`src/rtl/regfile_pkg.sv`:
```
// Shared constants and helpers for the register file with reservation scoreboard.
package regfile_pkg;

    localparam int XLEN_DEF  = 32;
    localparam int NREGS_DEF = 32;
    localparam int NRD_DEF   = 2;
    localparam int NWR_DEF   = 2;

    // Smallest width able to index 'value' entries; elaboration-time only.
    function automatic int clog2(input int value);
        int result;
        result = 0;
        for (int i = 0; i < 31; i++) begin
            if ((1 << i) < value) begin
                result = i + 1;
            end
        end
        return result;
    endfunction

endpackage

```
`src/rtl/regfile_scoreboard_if.sv`:
```
// Bus bundle between the register file and its user: read, write, reserve and flush.
interface regfile_scoreboard_if
    import regfile_pkg::*;
#(
    parameter int XLEN  = XLEN_DEF,
    parameter int NREGS = NREGS_DEF,
    parameter int NRD   = NRD_DEF,
    parameter int NWR   = NWR_DEF,
    parameter int AW    = clog2(NREGS)
);

    // No handshake: every request is accepted at the edge it is presented,
    // and reads/busy flags are valid combinationally in the same cycle.
    logic [NRD*AW-1:0]   rd_addr;
    logic [NRD*XLEN-1:0] rd_data;
    logic [NRD-1:0]      rd_busy;
    logic [NWR-1:0]      wr_en;
    logic [NWR*AW-1:0]   wr_addr;
    logic [NWR*XLEN-1:0] wr_data;
    logic                rsv_en;
    logic [AW-1:0]       rsv_addr;
    logic                flush;
    logic [AW:0]         busy_cnt;

    modport master (
        output rd_addr, wr_en, wr_addr, wr_data, rsv_en, rsv_addr, flush,
        input  rd_data, rd_busy, busy_cnt
    );

    modport slave (
        input  rd_addr, wr_en, wr_addr, wr_data, rsv_en, rsv_addr, flush,
        output rd_data, rd_busy, busy_cnt
    );

endinterface

```
`src/rtl/rf_read_port.sv`:
```
// One read port: write-through bypass (highest write port wins) and busy-bit resolution.
module rf_read_port #(
    parameter int XLEN = 32,
    parameter int NWR  = 2,
    parameter int AW   = 5
) (
    input  logic [AW-1:0]       rd_addr_i,
    input  logic [XLEN-1:0]     stored_i,
    input  logic                busy_i,
    input  logic [NWR-1:0]      wr_en_i,
    input  logic [NWR*AW-1:0]   wr_addr_i,
    input  logic [NWR*XLEN-1:0] wr_data_i,
    input  logic                rsv_en_i,
    input  logic [AW-1:0]       rsv_addr_i,
    output logic [XLEN-1:0]     rd_data_o,
    output logic                rd_busy_o
);

    logic            is_zero;
    logic            wr_hit;
    logic            rsv_hit;
    logic [XLEN-1:0] byp_data;

    assign is_zero = (rd_addr_i == '0);
    assign rsv_hit = rsv_en_i && (rsv_addr_i == rd_addr_i) && !is_zero;

    // Ascending scan so a later (higher-numbered) port overrides earlier matches.
    always_comb begin
        wr_hit   = 1'b0;
        byp_data = '0;
        for (int j = 0; j < NWR; j++) begin
            if (wr_en_i[j] && (wr_addr_i[j*AW +: AW] == rd_addr_i)) begin
                wr_hit   = 1'b1;
                byp_data = wr_data_i[j*XLEN +: XLEN];
            end
        end
    end

    always_comb begin
        rd_data_o = stored_i;
        if (is_zero) begin
            rd_data_o = '0;
        end else if (wr_hit) begin
            rd_data_o = byp_data;
        end
    end

    // A same-cycle write retires the producer unless a new one is issued alongside it.
    assign rd_busy_o = busy_i && !(wr_hit && !is_zero && !rsv_hit);

endmodule

```
`src/rtl/regfile_scoreboard.sv`:
```
// Multi-port register file with a per-register reservation (busy) scoreboard and busy count.
module regfile_scoreboard
    import regfile_pkg::*;
#(
    parameter int XLEN  = XLEN_DEF,
    parameter int NREGS = NREGS_DEF,
    parameter int NRD   = NRD_DEF,
    parameter int NWR   = NWR_DEF,
    parameter int AW    = clog2(NREGS)
) (
    input logic                 clk,
    input logic                 rst_n,
    regfile_scoreboard_if.slave bus_if
);

    // Register 0 is hardwired to zero, so storage starts at index 1.
    logic [XLEN-1:0]  regs_q [1:NREGS-1];
    logic [XLEN-1:0]  regs_d [1:NREGS-1];
    logic [NREGS-1:0] busy_q;
    logic [NREGS-1:0] busy_d;
    logic [AW:0]      cnt_q;
    logic [AW:0]      cnt_d;

    // Priority of busy updates: write clears, reservation sets, flush clears all.
    always_comb begin
        regs_d = regs_q;
        busy_d = busy_q;
        for (int j = 0; j < NWR; j++) begin
            if (bus_if.wr_en[j] && (bus_if.wr_addr[j*AW +: AW] != '0)) begin
                regs_d[bus_if.wr_addr[j*AW +: AW]] = bus_if.wr_data[j*XLEN +: XLEN];
                busy_d[bus_if.wr_addr[j*AW +: AW]] = 1'b0;
            end
        end
        if (bus_if.rsv_en && (bus_if.rsv_addr != '0)) begin
            busy_d[bus_if.rsv_addr] = 1'b1;
        end
        if (bus_if.flush) begin
            busy_d = '0;
        end
        busy_d[0] = 1'b0;
    end

    always_comb begin
        cnt_d = '0;
        for (int r = 1; r < NREGS; r++) begin
            cnt_d = cnt_d + (AW+1)'(busy_d[r]);
        end
    end

    always_ff @(posedge clk or negedge rst_n) begin
        if (!rst_n) begin
            for (int r = 1; r < NREGS; r++) begin
                regs_q[r] <= '0;
            end
            busy_q <= '0;
            cnt_q  <= '0;
        end else begin
            regs_q <= regs_d;
            busy_q <= busy_d;
            cnt_q  <= cnt_d;
        end
    end

    assign bus_if.busy_cnt = cnt_q;

    for (genvar k = 0; k < NRD; k++) begin : g_rd
        logic [AW-1:0]   addr;
        logic [XLEN-1:0] stored;
        logic [XLEN-1:0] rdata;
        logic            rbusy;

        assign addr   = bus_if.rd_addr[k*AW +: AW];
        assign stored = (addr == '0) ? '0 : regs_q[addr];

        rf_read_port #(
            .XLEN (XLEN),
            .NWR  (NWR),
            .AW   (AW)
        ) u_rd_port (
            .rd_addr_i  (addr),
            .stored_i   (stored),
            .busy_i     (busy_q[addr]),
            .wr_en_i    (bus_if.wr_en),
            .wr_addr_i  (bus_if.wr_addr),
            .wr_data_i  (bus_if.wr_data),
            .rsv_en_i   (bus_if.rsv_en),
            .rsv_addr_i (bus_if.rsv_addr),
            .rd_data_o  (rdata),
            .rd_busy_o  (rbusy)
        );

        assign bus_if.rd_data[k*XLEN +: XLEN] = rdata;
        assign bus_if.rd_busy[k]              = rbusy;
    end

endmodule
```
`src/flat_wrapper.sv`:
```
// flat-port wrapper written by rule: the top's interface ports become plain ports
module regfile_scoreboard_flat import regfile_pkg::*;
#(
    parameter int XLEN  = XLEN_DEF,
    parameter int NREGS = NREGS_DEF,
    parameter int NRD   = NRD_DEF,
    parameter int NWR   = NWR_DEF,
    parameter int AW    = clog2(NREGS)
)
  (clk, rst_n, bus_if_rd_addr, bus_if_wr_en, bus_if_wr_addr, bus_if_wr_data, bus_if_rsv_en, bus_if_rsv_addr, bus_if_flush, bus_if_rd_data, bus_if_rd_busy, bus_if_busy_cnt);
  regfile_scoreboard_if #(.XLEN(XLEN), .NREGS(NREGS), .NRD(NRD), .NWR(NWR), .AW(AW)) bus_if_i ();
  input logic clk;
  input logic rst_n;
  input wire logic [$bits(bus_if_i.rd_addr)-1:0] bus_if_rd_addr;
  input wire logic [$bits(bus_if_i.wr_en)-1:0] bus_if_wr_en;
  input wire logic [$bits(bus_if_i.wr_addr)-1:0] bus_if_wr_addr;
  input wire logic [$bits(bus_if_i.wr_data)-1:0] bus_if_wr_data;
  input wire logic [$bits(bus_if_i.rsv_en)-1:0] bus_if_rsv_en;
  input wire logic [$bits(bus_if_i.rsv_addr)-1:0] bus_if_rsv_addr;
  input wire logic [$bits(bus_if_i.flush)-1:0] bus_if_flush;
  output wire logic [$bits(bus_if_i.rd_data)-1:0] bus_if_rd_data;
  output wire logic [$bits(bus_if_i.rd_busy)-1:0] bus_if_rd_busy;
  output wire logic [$bits(bus_if_i.busy_cnt)-1:0] bus_if_busy_cnt;
  assign bus_if_i.rd_addr = bus_if_rd_addr;
  assign bus_if_i.wr_en = bus_if_wr_en;
  assign bus_if_i.wr_addr = bus_if_wr_addr;
  assign bus_if_i.wr_data = bus_if_wr_data;
  assign bus_if_i.rsv_en = bus_if_rsv_en;
  assign bus_if_i.rsv_addr = bus_if_rsv_addr;
  assign bus_if_i.flush = bus_if_flush;
  assign bus_if_rd_data = bus_if_i.rd_data;
  assign bus_if_rd_busy = bus_if_i.rd_busy;
  assign bus_if_busy_cnt = bus_if_i.busy_cnt;
  regfile_scoreboard #(.XLEN(XLEN), .NREGS(NREGS), .NRD(NRD), .NWR(NWR), .AW(AW)) u_core (.clk(clk), .rst_n(rst_n), .bus_if(bus_if_i));
endmodule
```
`config.mk`:
```
export PLATFORM = sky130hd
export DESIGN_NAME = regfile_scoreboard_flat
export DESIGN_NICKNAME = d
export VERILOG_FILES = /design/src/rtl/regfile_pkg.sv /design/src/rtl/regfile_scoreboard_if.sv /design/src/rtl/rf_read_port.sv /design/src/rtl/regfile_scoreboard.sv /design/src/flat_wrapper.sv
export SDC_FILE = /design/constraint.sdc
export NUM_CORES = 2
export LEC_CHECK = 0
export BUFFER_PORTS_ARGS = -buffer_cell sky130_fd_sc_hd__buf_4
export CORE_UTILIZATION = 52
export DETAILED_ROUTE_END_ITERATION = 6
export HOLD_SLACK_MARGIN = 0.02
export PLACE_DENSITY = 0.74
export SLEW_MARGIN = 20
export SYNTH_ARGS = -nofsm -noshare
export SYNTH_HDL_FRONTEND = slang
export SYNTH_SLANG_ARGS = --single-unit
```
`constraint.sdc`:
```
create_clock -name clk -period 4.53 [get_ports clk]
set_input_delay 0.453 -clock clk [delete_from_list [all_inputs] [get_ports clk]]
set_output_delay 0.453 -clock clk [all_outputs]
set_load 0.02 [all_outputs]
```
Yosys cells after proc, flatten, opt, wreduce, memory -nomap -nowiden. Index checks and enable logic that the tools add are counted.

Flip-flop bits (word level): 1029. Input port bits: 95. Output and inout port bits: 72. Logic and storage cells: 165.

$add $sub $neg: 30. Magnitude comparators: 14. Eq/ne operators: 6. Multiplexer cells: 40. Bitwise gates (word level): 9. Reductions and logical operators: 33.

Operators by type and width (number): 992-bit bitwise mux (2); 992-bit 2-to-1 mux (2); 32-bit 2-to-1 mux (18); 32-bit binary-select mux with 5-bit select (2); 32-bit demux with 5-bit select (2); 6-bit by 1-bit adder with 6-bit output (29); 32-bit bitwise AND (2); 32-bit NOT (2); 32-bit bitwise OR (1); 5-bit == test (6); 5-bit by 6-bit less-than comparator with 1-bit output (second input constant) (5); 6-bit greater-or-equal comparator (second input constant) (4); 5-bit NOT with 6-bit output (4); 1-bit logical AND (22); 1-bit demux with 5-bit select (3); 5-bit by 1-bit greater-or-equal comparator with 1-bit output (second input constant) (3); 5-bit nonzero test (3); 6-bit by 1-bit less-than comparator with 1-bit output (second input constant) (2); 1-bit binary-select mux with 5-bit select (2); 5-bit zero test (2); 1-bit 2-to-1 mux (9); 1-bit zero test (6); 1-bit by 1-bit adder with 2-bit output (1).

Depth between registers and ports, before layout.
Word-level depth: 42. Mapped depth: 25. Gate-level depth less buffers: 22.

Hierarchy. A second synthesis with hierarchy kept.

Cells, all modules: 6770. Area, all modules: 67324.6 um^2.

By module, submodules not included: regfile_scoreboard (instances 1, cells each 6424, area an instance 65497.8 um^2, sequential area each 25749.7 um^2); rf_read_port (instances 2, cells each 173, area an instance 913.4 um^2, sequential area each 0.0 um^2).

Worst setup path after synthesis. No wires, ideal clock.

Path type: input -> register. Start: input bus_if_wr_addr[2]. End: register u_core.cnt_q[4] (netlist: u_core.bus_if.busy_cnt[4]). Library setup time: 0.080 ns. Arrival time: 6.108 ns. Data required time: 4.450 ns. Path slack: -1.658 ns. Cell stages on the path: 22. Path buffers: 3. Cells stage by stage: buf_2 buf_2 or3_1 nor2_1 nand2_1 clkbuf_1 a32oi_1 nor2_1 ha_1 inv_1 fa_1 fa_1 fa_1 fa_1 fa_1 inv_1 fa_1 ha_1 fa_1 a21o_1 a21oi_1 xnor2_1.

Longest elaborated chain between the ends: 42. Elaborated cells between the ends (all ways): 45. Classes of those cells: add/sub (30); order compare (2); mux (6); bitwise (4); reduce/logical (3).

RTL lines: from (decl) (RTL line flat_wrapper.sv:16) `input wire logic [$bits(bus_if_i.wr_addr)-1:0] bus_if_wr_addr;`; 5-bit by 6-bit less-than comparator with 1-bit output (implied by the code) / 5-bit by 1-bit greater-or-equal comparator with 1-bit output (equally long branches) (RTL line regfile_scoreboard.sv:31) `busy_d[bus_if.wr_addr[j*AW +: AW]] = 1'b0;`; 1-bit logical AND (implied by the code) (RTL line regfile_scoreboard.sv:31); 1-bit 2-to-1 mux (implied by the code) (RTL line regfile_scoreboard.sv:31); 1-bit demux with 5-bit select; 32-bit NOT (no source line); 32-bit bitwise AND (no source line); 32-bit 2-to-1 mux * (RTL line regfile_scoreboard.sv:29) `if (bus_if.wr_en[j] && (bus_if.wr_addr[j*AW +: AW] != '0)) begin`; 32-bit bitwise AND (no source line); 32-bit 2-to-1 mux * (RTL line regfile_scoreboard.sv:29); 32-bit bitwise OR (no source line); 32-bit 2-to-1 mux * (RTL line regfile_scoreboard.sv:34) `if (bus_if.rsv_en && (bus_if.rsv_addr != '0)) begin`; 32-bit 2-to-1 mux * (RTL line regfile_scoreboard.sv:37) `if (bus_if.flush) begin`; net u_core.busy_d[2] (RTL line regfile_scoreboard.sv:20) `logic [NREGS-1:0] busy_d;`; 1-bit by 1-bit adder with 2-bit output * (RTL line regfile_scoreboard.sv:46) `cnt_d = cnt_d + (AW+1)'(busy_d[r]);`; 6-bit by 1-bit adder with 6-bit output * (29 in a row) (RTL line regfile_scoreboard.sv:46); net u_core.cnt_d[4] (RTL line regfile_scoreboard.sv:22) `logic [AW:0] cnt_d;`; to (signal assigned) (RTL line regfile_scoreboard.sv:60) `cnt_q <= cnt_d;`; to (decl) (RTL line regfile_scoreboard.sv:21) `logic [AW:0] cnt_q;`.

Mark *: on every way through the listed nets, which the timed path passes. The rest lies on a longest branch.

Final worst setup path.
Start: input bus_if_wr_addr[3]. End: register u_core.cnt_q[4] (netlist: u_core.bus_if.busy_cnt[4]).

The elaborated chain is that of the path after synthesis.

==> key figures <==
Run status
  – Status: complete, but fails checks
  – Failing checks: DRC, setup timing

STA
  – Fin crit share: 1.14
  – Max Freq: 0.194 GHz
  – Max Slew Vio Count: 0
  – Final min period: 5.16 ns
  – RSZ-0062 raised after global routing: true
  – Setup Skew: 0.0585 ns
  – Hold_ws: 0.116 ns
  – Final hold violations: 0
  – Slew Limit Headroom: 0.162
  – Worst Max-Slew Pin Slew: 1.26 ns
  – Setup-failing EPs final: 5
  – Setup ws final: -0.629 ns

Critical path
  – Critical path, cell by cell: buf_6 -> or3_4 -> nor2_4 -> nand2_4 -> a32oi_1 -> nor2_1 -> ha_1 -> inv_1 -> fa_1 -> fa_2 -> fa_2 -> fa_1 -> fa_2 -> inv_2 -> fa_2 -> ha_4 -> fa_2 -> a21o_1 -> a21oi_2 -> xnor2_1
  – Most common cell on crit path: fa_2
  – Crit path launch type: input pin
  – Critical Setup Path Class: input pin to register
  – Worst Path Buf+Inv: 3
  – Crit-path max FO: 2
  – Critical-path top delay cell: fa_2
  – Critical path endpoint category: register
  – Crit path max-delay family: adder cells
  – Critical path's largest stage delay: 0.59 ns
  – Critical Path RT: ~5.2 ns
  – Worst EP arrival: approximately 5.8 ns

CTS
  – Clk root buf: clkbuf_16
  – CTS Sinks: 1,029
  – TritonCTS clock tree: yes
  – Worst skew pair latency: 0.77 ns
  – Clk buf depth: 3
  – Clock buffer count from CTS: 113
  – Max H-tree Level: 3
  – Clock slew at reported path FFs: 0.06 ns

Global routing
  – Number of global-route vias before repair: 56,735
  – GRT overflow: 0
  – Largest net degree at the start of global routing: ~120
  – Gr usage total: 0.418
  – Initial antenna violation count: 27
  – Global-route wire length before repair: 398 mm

Synthesis
  – Mean Syn Cell Area: 10.1 um^2
  – Post-synth top area cell: dfrtp_1
  – Yosys cell types: ~70
  – Mapped Cells: 6,694
  – Sequential area share after synthesis: 0.382
  – Asr flop ratio synth: 1.00
  – Top cell type's share of synthesized area: 0.382
  – Cell Area, Synth: slightly below 70,000 um^2
  – Top cells by count, synth: mux2i_1, dfrtp_1, a21oi_1
  – FF+latch count, synth: 1,029
  – EDFF count, synth: 0
  – Synth Flop Type: dfrtp_1
  – Net count after synthesis: slightly below 7,000
  – Synth warnings: 0
  – Top post-synthesis cells by area: dfrtp_1, mux2i_1, mux4_2, a21oi_1, mux2_2
  – Most common cell in the netlist: mux2i_1

Cells and area
  – Area Overhead vs Synth: 10.9%
  – Fillers: between 10,000 and 15,000
  – # nets final: 6,604
  – Share of post-route cells with drive strength above 1: 0.210

Die
  – Initial core utilization: 0.527
  – Rows: 131
  – Die Y: 362 um
  – Top-level port count: 167
  – Die area: 131,000 um^2
  – Total core area: 128,000 um^2
  – Die Span X: 362 um

Routing
  – Vias after detailed routing: 59,260
  – # DRC: 20
  – Via density: 7.13
  – DRT iter0 DRCs: 9,807
  – WL/cell: 33.7 um
  – Drt pass-1 iters: 7
  – Post-DRT Antenna Nets: 0
  – Final Routed Wirelength: around 280 mm

Place
  – RD Place Congestion: 0.978
  – IO Port Bufs: 166
  – HPWL after DPL: 158 mm
  – Setup Slack @ Placement: -1.41 ns

Min path
  – Hold Path Class: input pin to register

Power
  – Peak supply drop: 0.000350 V
  – Static Leakage: between 30 and 40 nW
  – Cell Pwr Density: around 430 nW/um^2

Run
  – Max-Cap Viols: 0
==> repair_timing <==
action,in CTS,in global routing
buffers inserted,0,4
gates resized for setup,12,18
pin swaps,7,9
setup endpoints to repair,6,6
hold endpoints to repair,78,0
hold buffers,3,0
gates cloned,0,0
==> power by group <==
| part | total, mW | internal [mW] | switching (mW) |
|---|---|---|---|
| Combinational | 8.47 | 4.34 | 4.13 |
| Clock | 9.91 | 5.73 | 4.18 |
| Sequential | 13.5 | 11.6 | 1.90 |
==> through the flow <==
stage           util  power (mW)  setup TNS [ns]  area, um^2  instances
2_1_floorplan      -        19.0           -6.77       67500       6694
3_3_place_gp   0.553        21.2           -7.36       70700       8084
3_5_place_dp   0.553        21.7           -7.20       70700       8084
4_1_cts        0.583        31.5           -2.15       74700       8300
5_1_grt        0.584        32.9           -3.41       74800       8306
6_report       0.584        31.8           -2.67       74800       8314
==> layer usage <==
metal / routed length [um] / GRT usage / vias to the layer above
li1: - / - / 24032
met1: 101000 / 0.533 / 28897
met2: 114000 / 0.579 / 4979
met3: 43800 / 0.183 / 1316
met4: 20500 / 0.262 / 36
met5: 311 / 0.00518 / -
==> worst paths after layout <==
check                           cells after the start                   endpoint  slack, ns               start
max in group asynchronous                           3         u_core.regs_q[454]       2.88               rst_n
worst min-delay path                                3          u_core.busy_q[19]       0.12        bus_if_flush
worst min register to register                      2         u_core.regs_q[825]       0.57  u_core.regs_q[825]
worst max register to register                     17  u_core.bus_if.busy_cnt[4]      -0.54   u_core.busy_q[19]
worst max-delay path                               20  u_core.bus_if.busy_cnt[4]      -0.63   bus_if_wr_addr[3]
min in group asynchronous                           2          u_core.regs_q[36]       0.33               rst_n
==> placed cells by master (no fill, tap or decap), drive strengths merged, types with 16 or more instances in the layout <==
| cell | instances |
|---|---|
| a221o | 32 |
| xnor2 | 20 |
| a32oi | 85 |
| o221ai | 31 |
| nor2b | 47 |
| inv | 43 |
| nor2 | 606 |
| o22ai | 66 |
| clkbuf | 172 |
| buf | 520 |
| nor3 | 39 |
| nand3b | 16 |
| a211oi | 31 |
| o41ai | 31 |
| a21oi | 633 |
| nand3 | 18 |
| clkinv | 24 |
| o21ai | 481 |
| and4 | 31 |
| mux2i | 1055 |
| mux2 | 222 |
| nand2 | 580 |
| dfrtp | 1029 |
| nand2b | 40 |
| a31oi | 32 |
| mux4 | 342 |
| fa | 23 |
| a211o | 31 |
| a22oi | 95 |
| a221oi | 63 |
==> cell families after synthesis <==
logic type / count (synthesis) / share of synthesized area
AO/OA/AOI/OAI: 1655 / 0.147
XOR/XNOR: 33 / 0.00429
adder cells (fa/ha/maj): 32 / 0.00850
multiplexers: 1619 / 0.308
AND/OR/NAND/NOR: 1430 / 0.0903
flip-flops: 1029 / 0.382
buffers and inverters: 896 / 0.0597
==> flip-flops by register name, indices dropped and copies added, names as in the netlist <==
| signal | count |
|---|---|
| u_core.regs_q | 992 |
| u_core.busy_q | 31 |
| u_core.bus_if.busy_cnt | 6 |
==> cell type report <==
cell class,instances,area [um^2],share of cell area
Clock buffer,172,3320,0.0444
Sequential cell,1029,25700,0.344
Antenna cell,10,25.0,0.000335
Timing Repair Buffer,523,4530,0.0606
Multi-Input combinational cell,4769,38300,0.512
Clock inverter,41,572,0.00764
Tap cell,1729,2160,0.0289
Inverter,41,154,0.00206
==> worst register-to-register path: stages, from the launching register on <==
cell      delay, ns
dfrtp_1        0.39
nand3b_1       0.15
a21oi_2        0.27
inv_1          0.10
fa_1           0.47
fa_2           0.55
inv_1          0.05
fa_1           0.47
inv_1          0.05
fa_1           0.49
fa_2           0.55
inv_2          0.04
fa_2           0.45
ha_4           0.18
fa_2           0.35
a21o_1         0.18
a21oi_2        0.12
xnor2_1        0.14
No activity file was read; power rests on OpenSTA's default activity.
